`config.mk`:
```
export PLATFORM = sky130hd
export DESIGN_NAME = imem_loader_flat
export DESIGN_NICKNAME = d
export VERILOG_FILES = /design/src/rtl/imem_loader_pkg.sv /design/src/rtl/imem_loader_if.sv /design/src/rtl/imem_dpram.sv /design/src/rtl/imem_loader.sv /design/src/flat_wrapper.sv
export SDC_FILE = /design/constraint.sdc
export NUM_CORES = 2
export LEC_CHECK = 0
export ABC_CLOCK_PERIOD_IN_PS = 5800
export CAP_MARGIN = 5
export CORE_ASPECT_RATIO = 1.1
export CORE_UTILIZATION = 55
export DETAILED_ROUTE_END_ITERATION = 10
export PLACE_DENSITY = 0.79
export SYNTH_ARGS = -nofsm -noshare
export SYNTH_HDL_FRONTEND = slang
export SYNTH_SLANG_ARGS = --single-unit
```
`constraint.sdc`:
```
create_clock -name clk -period 5.8 [get_ports clk]
set_clock_uncertainty 0.15 [all_clocks]
set_input_delay 1.45 -clock clk [delete_from_list [all_inputs] [get_ports clk]]
set_output_delay 1.45 -clock clk [all_outputs]
set_load 0.1 [all_outputs]
```
`src/rtl/imem_loader_pkg.sv`:
```
// Shared types for the byte-stream instruction loader: FSM states and bus widths.
// Used by the loader top, its stream interface and the bench.
package imem_loader_pkg;

    localparam int WORD_W = 16;
    localparam int BYTE_W = 8;

    typedef enum logic [2:0] {
        S_LEN_HI  = 3'd0,
        S_LEN_LO  = 3'd1,
        S_DATA_HI = 3'd2,
        S_DATA_LO = 3'd3,
        S_CSUM    = 3'd4,
        S_RUN     = 3'd5,
        S_ERR     = 3'd6
    } state_e;

endpackage

```
`src/rtl/imem_loader_if.sv`:
```
// Valid/ready byte stream feeding the loader; the source drives valid/data and the loader drives ready.
// A byte transfers on any rising clock edge where in_valid and in_ready are both high.
interface imem_loader_if;
    import imem_loader_pkg::*;

    logic              in_valid;
    logic              in_ready;
    logic [BYTE_W-1:0] in_data;

    modport master (output in_valid, output in_data, input  in_ready);
    modport slave  (input  in_valid, input  in_data, output in_ready);
endinterface

```
`src/rtl/imem_dpram.sv`:
```
// Instruction RAM: one synchronous write port, one combinational read port, no reset.
// A word written on edge N is visible on the read port right after that edge.
module imem_dpram #(
    parameter int DEPTH_LOG2 = 8,
    parameter int WIDTH      = 16
) (
    input  logic                  clk,
    input  logic                  we_i,
    input  logic [DEPTH_LOG2-1:0] waddr_i,
    input  logic [WIDTH-1:0]      wdata_i,
    input  logic [DEPTH_LOG2-1:0] raddr_i,
    output logic [WIDTH-1:0]      rdata_o
);
    logic [WIDTH-1:0] mem [1 << DEPTH_LOG2];

    always_ff @(posedge clk) begin
        if (we_i) begin
            mem[waddr_i] <= wdata_i;
        end
    end

    assign rdata_o = mem[raddr_i];
endmodule

```
`src/rtl/imem_loader.sv`:
```
// Loads a length-prefixed program from a byte stream into instruction RAM, holding the CPU until done.
// One byte per cycle, ready low in RUN/ERR; checksum byte checked when IMEM_LOADER_CSUM_EN is defined.
module imem_loader
    import imem_loader_pkg::*;
#(
    parameter int DEPTH_LOG2 = 8
) (
    input  logic              clk,
    input  logic              rst,
    imem_loader_if.slave      bus,
    input  logic              reload_i,
    input  logic [WORD_W-1:0] addr_i,
    input  logic              oe_i,
    output logic [WORD_W-1:0] data_out_o,
    output logic              cpu_hold_o,
    output logic              done_o,
    output logic              err_o
);
    localparam logic [WORD_W:0] DEPTH = (WORD_W+1)'(1 << DEPTH_LOG2);

`ifdef IMEM_LOADER_CSUM_EN
    localparam state_e AFTER_DATA = S_CSUM;
`else
    localparam state_e AFTER_DATA = S_RUN;
`endif

    state_e                  state_q, state_d;
    logic [WORD_W-1:0]       rem_q, rem_d;
    logic [DEPTH_LOG2-1:0]   waddr_q, waddr_d;
    logic [BYTE_W-1:0]       hi_q, hi_d;
`ifdef IMEM_LOADER_CSUM_EN
    logic [BYTE_W-1:0]       csum_q, csum_d;
`endif

    logic                    accept;
    logic                    mem_we;
    logic [WORD_W-1:0]       len;
    logic [WORD_W-1:0]       rdata;
    logic                    rd_ok;

    assign accept = bus.in_valid & bus.in_ready;
    // hi_q holds the length high byte in S_LEN_LO and the word high byte in S_DATA_LO
    assign len    = {hi_q, bus.in_data};

    always_ff @(posedge clk) begin
        if (rst) begin
            state_q <= S_LEN_HI;
            rem_q   <= '0;
            waddr_q <= '0;
            hi_q    <= '0;
`ifdef IMEM_LOADER_CSUM_EN
            csum_q  <= '0;
`endif
        end else begin
            state_q <= state_d;
            rem_q   <= rem_d;
            waddr_q <= waddr_d;
            hi_q    <= hi_d;
`ifdef IMEM_LOADER_CSUM_EN
            csum_q  <= csum_d;
`endif
        end
    end

    always_comb begin
        state_d = state_q;
        rem_d   = rem_q;
        waddr_d = waddr_q;
        hi_d    = hi_q;
        mem_we  = 1'b0;
`ifdef IMEM_LOADER_CSUM_EN
        csum_d  = csum_q;
`endif
        case (state_q)
            S_LEN_HI: begin
                if (accept) begin
                    hi_d    = bus.in_data;
                    state_d = S_LEN_LO;
                end
            end
            S_LEN_LO: begin
                if (accept) begin
                    if ({1'b0, len} > DEPTH) begin
                        state_d = S_ERR;
                    end else if (len == '0) begin
                        state_d = AFTER_DATA;
                    end else begin
                        rem_d   = len;
                        state_d = S_DATA_HI;
                    end
                end
            end
            S_DATA_HI: begin
                if (accept) begin
                    hi_d    = bus.in_data;
`ifdef IMEM_LOADER_CSUM_EN
                    csum_d  = csum_q + bus.in_data;
`endif
                    state_d = S_DATA_LO;
                end
            end
            S_DATA_LO: begin
                if (accept) begin
                    mem_we  = 1'b1;
`ifdef IMEM_LOADER_CSUM_EN
                    csum_d  = csum_q + bus.in_data;
`endif
                    // wraps to 0 after a full-depth load, which is harmless
                    waddr_d = waddr_q + 1'b1;
                    rem_d   = rem_q - 1'b1;
                    state_d = (rem_q == 16'd1) ? AFTER_DATA : S_DATA_HI;
                end
            end
`ifdef IMEM_LOADER_CSUM_EN
            S_CSUM: begin
                if (accept) begin
                    state_d = (csum_q == bus.in_data) ? S_RUN : S_ERR;
                end
            end
`endif
            S_RUN, S_ERR: begin
                if (reload_i) begin
                    state_d = S_LEN_HI;
                    rem_d   = '0;
                    waddr_d = '0;
`ifdef IMEM_LOADER_CSUM_EN
                    csum_d  = '0;
`endif
                end
            end
            default: begin
                state_d = S_LEN_HI;
            end
        endcase
    end

    assign bus.in_ready = (state_q != S_RUN) && (state_q != S_ERR);
    assign cpu_hold_o   = (state_q != S_RUN);
    assign done_o       = (state_q == S_RUN);
    assign err_o        = (state_q == S_ERR);

    imem_dpram #(
        .DEPTH_LOG2 (DEPTH_LOG2),
        .WIDTH      (WORD_W)
    ) u_ram (
        .clk     (clk),
        .we_i    (mem_we),
        .waddr_i (waddr_q),
        .wdata_i ({hi_q, bus.in_data}),
        .raddr_i (addr_i[DEPTH_LOG2-1:0]),
        .rdata_o (rdata)
    );

    assign rd_ok      = oe_i & ~cpu_hold_o & ({1'b0, addr_i} < DEPTH);
    assign data_out_o = rd_ok ? rdata : '0;
endmodule

```
`src/flat_wrapper.sv`:
```
// flat-port wrapper written by rule: the top's interface ports become plain ports
module imem_loader_flat import imem_loader_pkg::*;
#(
    parameter int DEPTH_LOG2 = 8
)
  (clk, rst, reload_i, addr_i, oe_i, data_out_o, cpu_hold_o, done_o, err_o, bus_in_valid, bus_in_data, bus_in_ready);
  imem_loader_if bus_i ();
  input  logic clk;
  input  logic rst;
  input  logic reload_i;
  input  logic [WORD_W-1:0] addr_i;
  input  logic oe_i;
  output logic [WORD_W-1:0] data_out_o;
  output logic cpu_hold_o;
  output logic done_o;
  output logic err_o;
  input wire logic [$bits(bus_i.in_valid)-1:0] bus_in_valid;
  input wire logic [$bits(bus_i.in_data)-1:0] bus_in_data;
  output wire logic [$bits(bus_i.in_ready)-1:0] bus_in_ready;
  assign bus_i.in_valid = bus_in_valid;
  assign bus_i.in_data = bus_in_data;
  assign bus_in_ready = bus_i.in_ready;
  imem_loader #(.DEPTH_LOG2(DEPTH_LOG2)) u_core (.clk(clk), .rst(rst), .bus(bus_i), .reload_i(reload_i), .addr_i(addr_i), .oe_i(oe_i), .data_out_o(data_out_o), .cpu_hold_o(cpu_hold_o), .done_o(done_o), .err_o(err_o));
endmodule
```
==> results.cfg <==
[outcome]
status = finished with violations
violations = max-slew violations, negative setup slack

[logic_synthesis]
synth_edf_count = 4096
async_flop_share_pct = 0
synth_seq_cells = 4131
ys_types = 88
synth_top_flop_cell = edfxtp_1
syn_area_um2 = 161000
syn_nets = 7438
ys_warn_count = 0
seq_area_frac_synth_pct = 76.9
syn_area_per_cell_um2 = 21.7
synth_cells = 7403

[pwr]
clkPwrFrac_pct = 41.1
combPwrFrac_pct = 6.0
p_int_mw = 48.5
p_leak_nw = 62.0
vdd_ir_drop_max_mv = 0.348
swShare_pct = 22.1
powerDensity_nw_per_um2 = 329
p_switching_mw = 13.7
p_seq_share_pct = 52.9

[placed_design]
dp_slack_ns = -1.04
place_inst = 11800
gp_congestion = 0.950
port_buffers = 48
hpwl_um = 266000

[routing]
wl_um = 485000
first_iter_violations = 15800
drcViolationCount = 0
antenna_left = 0
first_pass_iters = 7
routed-via-count = 89900
avgViaCountPerCell = 7.11
avgRoutedWirePerCell_um = 38.4

[timing]
period_share_pct = 110
setup_viol = 16
hold_viol_final = 0
finalCriticalPeriod_ns = 6.40
whs_ns = 0.369
finalMaxSlewViolations = 353
worst_slack_ns = -0.596
worst_slew_pin_slew_ns = 1.80
fmaxAchievable_ghz = 0.156
rsz0062_at_grt = yes
slew_headroom_pct = -19.8

[clock_tree]
htreeDepth = 5
cts_hold_buf = 0
cts_buffers = 388
clockRootBuffer = clkbuf_16
tritoncts = built
clkLatencyLatePin_ns = 0.94
cts.reportedPaths.clkPinSlew_ns = 0.07
numClockSinks = 4131
clock_tree.buffer_depth = 4

[setup_path]
crit_buf_inv = 7
rr_endpoint = u_core.u_ram.mem[164][10]$_DFFE_PP_
crit_path_max_fanout = 8
path_class = input pin to output pin
end_kind = output pin
worst_path_most_repeated_cell = buf_16
critPathSlowestCell = nand4_1
r2r-start = u_core.state_q[0]$_SDFFE_PP0P_
regToRegSetupSlack_ns = 1.25
worst-endpoint-arrival_ns = 4.80
crit_cells = 14
r2r_cells = 6
critical_path.top_delay_family = buffers and inverters
slowest_delay_ns = 0.49
critical_path.cell_chain = buf_16 > buf_16 > buf_8 > buf_12 > mux4_2 > and2_1 > a211oi_1 > a221oi_4 > nand4_1 > buf_4 > or3_4 > o31ai_4 > buf_12 > buf_16
crit_required_ns = 4.20
start_kind = input pin

[die]
die_area_um2 = 294000
start_util_pct = 55.5
die_h_um = 569
die_x_um = 517
ioPinCount = 49
coreArea_um2 = 290000
row_count = 207

[cells_and_area]
postLayoutCoreUtil_pct = 65.2
fin_nets = 8495
fill_cells = 17000
drive_gt1_share_pct = 32.6
syn_to_final_growth_pct = 17.6
instances_no_fill = 12600

[flow_run]
drv_cap = 0

[global_route]
grtUsageTotal_pct = 31.9
grt_first_pass_wirelength_um = 658000
grt_max_degree = 207
grt_pass1_vias = 88000
grt.overflow.total = 0
antenna_found_initial = 15

[min_path]
hold_end = u_core.rem_q[15]$_SDFFE_PP0P_
min_path_cells = 2
hp-class = flip-flop to flip-flop
min_from = u_core.rem_q[15]$_SDFFE_PP0P_
==> cells in the mapped netlist, types with 10 or more instances <==
master | count | area [um2]
edfxtp_1 | 4096 | 123000
mux4_2 | 853 | 19200
mux2i_1 | 514 | 5140
nor2_1 | 350 | 1310
o221ai_1 | 215 | 1880
clkbuf_1 | 162 | 608
o21ai_0 | 142 | 711
o22ai_1 | 129 | 807
a21oi_1 | 106 | 531
buf_2 | 95 | 475
nand2_1 | 73 | 274
buf_6 | 54 | 608
buf_4 | 39 | 293
nor3_1 | 37 | 185
mux4_1 | 36 | 946
dfxtp_1 | 35 | 701
nand3_1 | 35 | 175
buf_8 | 30 | 450
buf_12 | 28 | 561
nand4_1 | 26 | 163
a211oi_1 | 22 | 165
buf_1 | 22 | 82.6
o31ai_1 | 22 | 165
nor4_1 | 20 | 125
or3_1 | 19 | 119
a31oi_1 | 17 | 106
a22oi_1 | 16 | 120
nor2b_1 | 14 | 87.6
a221oi_1 | 12 | 105
and2_1 | 12 | 75.1
clkbuf_8 | 12 | 165
o211ai_1 | 10 | 75.1
==> worst min-delay path, delay by kind of cell, from the launching register on <==
family | cells | cell delay (ns)
compound gates | 1 | 0.07
flops | 1 | 0.34
simple gates | 1 | 0.08
==> timing repair <==
| action | CTS | global route |
|---|---|---|
| buffers inserted | 38 | 58 |
| gates resized for setup | 400 | 259 |
| pin swaps | 74 | 107 |
| gates cloned | 17 | 8 |
| setup endpoints to repair | 16 | 16 |
==> flip-flops by register name (all words and copies together) (netlist names) <==
register / cells
u_core.hi_q: 8
u_core.rem_q: 16
u_core.u_ram.mem: 4096
u_core.state_q: 3
u_core.waddr_q: 8
==> per-stage QoR <==
stage          TNS [ns]  area (um2)  power [mW]
2_1_floorplan         0      161000        35.4
3_3_place_gp      -8.96      172000        36.7
4_1_cts           -2.44      187000        61.8
6_report          -4.60      189000        62.3
3_5_place_dp      -9.76      172000        36.8
5_1_grt           -3.85      189000        63.3
==> layer usage <==
layer	up-vias	wire length, um	global-route usage, %
met5	-	234	0.561
met4	12	37600	20.6
met3	1756	65000	7.69
met2	8866	229000	50.0
met1	45800	154000	40.1
li1	33500	-	-
==> power by group through the flow <==
stage / registers, mW / logic [mW] / clock network, mW
floorplan: 33.7 / 1.61 / 0
global placement: 33.6 / 3.07 / 0
detailed placement: 33.6 / 3.17 / 0
CTS: 33.0 / 3.44 / 25.4
global route: 32.9 / 3.77 / 26.6
finish: 33.0 / 3.73 / 25.6
==> logic make-up (layout without fill, tap and decap cells) <==
group	count (synthesis)	in the layout	synth area share (%)
other	0	4	0
XOR/XNOR	7	7	0.0381
AND/OR/NAND/NOR	636	636	1.80
AO/OA/AOI/OAI	758	758	3.32
adder cells (fa/ha/maj)	6	6	0.0467
multiplexers	1408	1408	15.8
flip-flops	4131	4131	76.9
buffers and inverters	457	1831	2.07
==> area by class of cell <==
| cell class | count | area (um2) | area share, % |
|---|---|---|---|
| Clock buffer | 480 | 10200 | 5.37 |
| Tap cell | 3866 | 4840 | 2.56 |
| Inverter | 9 | 47.5 | 0.0251 |
| Clock inverter | 227 | 2340 | 1.24 |
| Timing Repair Buffer | 1115 | 11600 | 6.14 |
| Antenna cell | 4 | 10.0 | 0.00529 |
| Sequential cell | 4131 | 124000 | 65.4 |
| Multi-Input combinational cell | 2815 | 36300 | 19.2 |
==> how the worst max path moves through the flow <==
stage	endpoint	slack, ns	startpoint
after floorplan	data_out_o[15]	0.006	addr_i[1]
after global placement	data_out_o[14]	-1.0	addr_i[0]
after detailed placement	data_out_o[14]	-1.04	addr_i[0]
after CTS	data_out_o[14]	-0.32	addr_i[0]
after global routing	data_out_o[11]	-0.55	addr_i[0]
final	data_out_o[11]	-0.60	addr_i[0]
==> cells in the final DEF, fill, tap and decap left out, types with 70 or more instances in the layout <==
cell | netlist | routed
o221ai_2 | 4 | 85
nand2_1 | 73 | 71
clkbuf_1 | 162 | 87
clkbuf_16 | 0 | 399
o22ai_1 | 129 | 101
buf_12 | 28 | 136
buf_4 | 39 | 806
mux4_2 | 853 | 853
nor2_1 | 350 | 325
o221ai_1 | 215 | 98
mux2i_1 | 514 | 498
clkinv_1 | 0 | 79
edfxtp_1 | 4096 | 4096
a21oi_1 | 106 | 91
o21ai_0 | 142 | 70
Power figures use the tool's default switching activity.
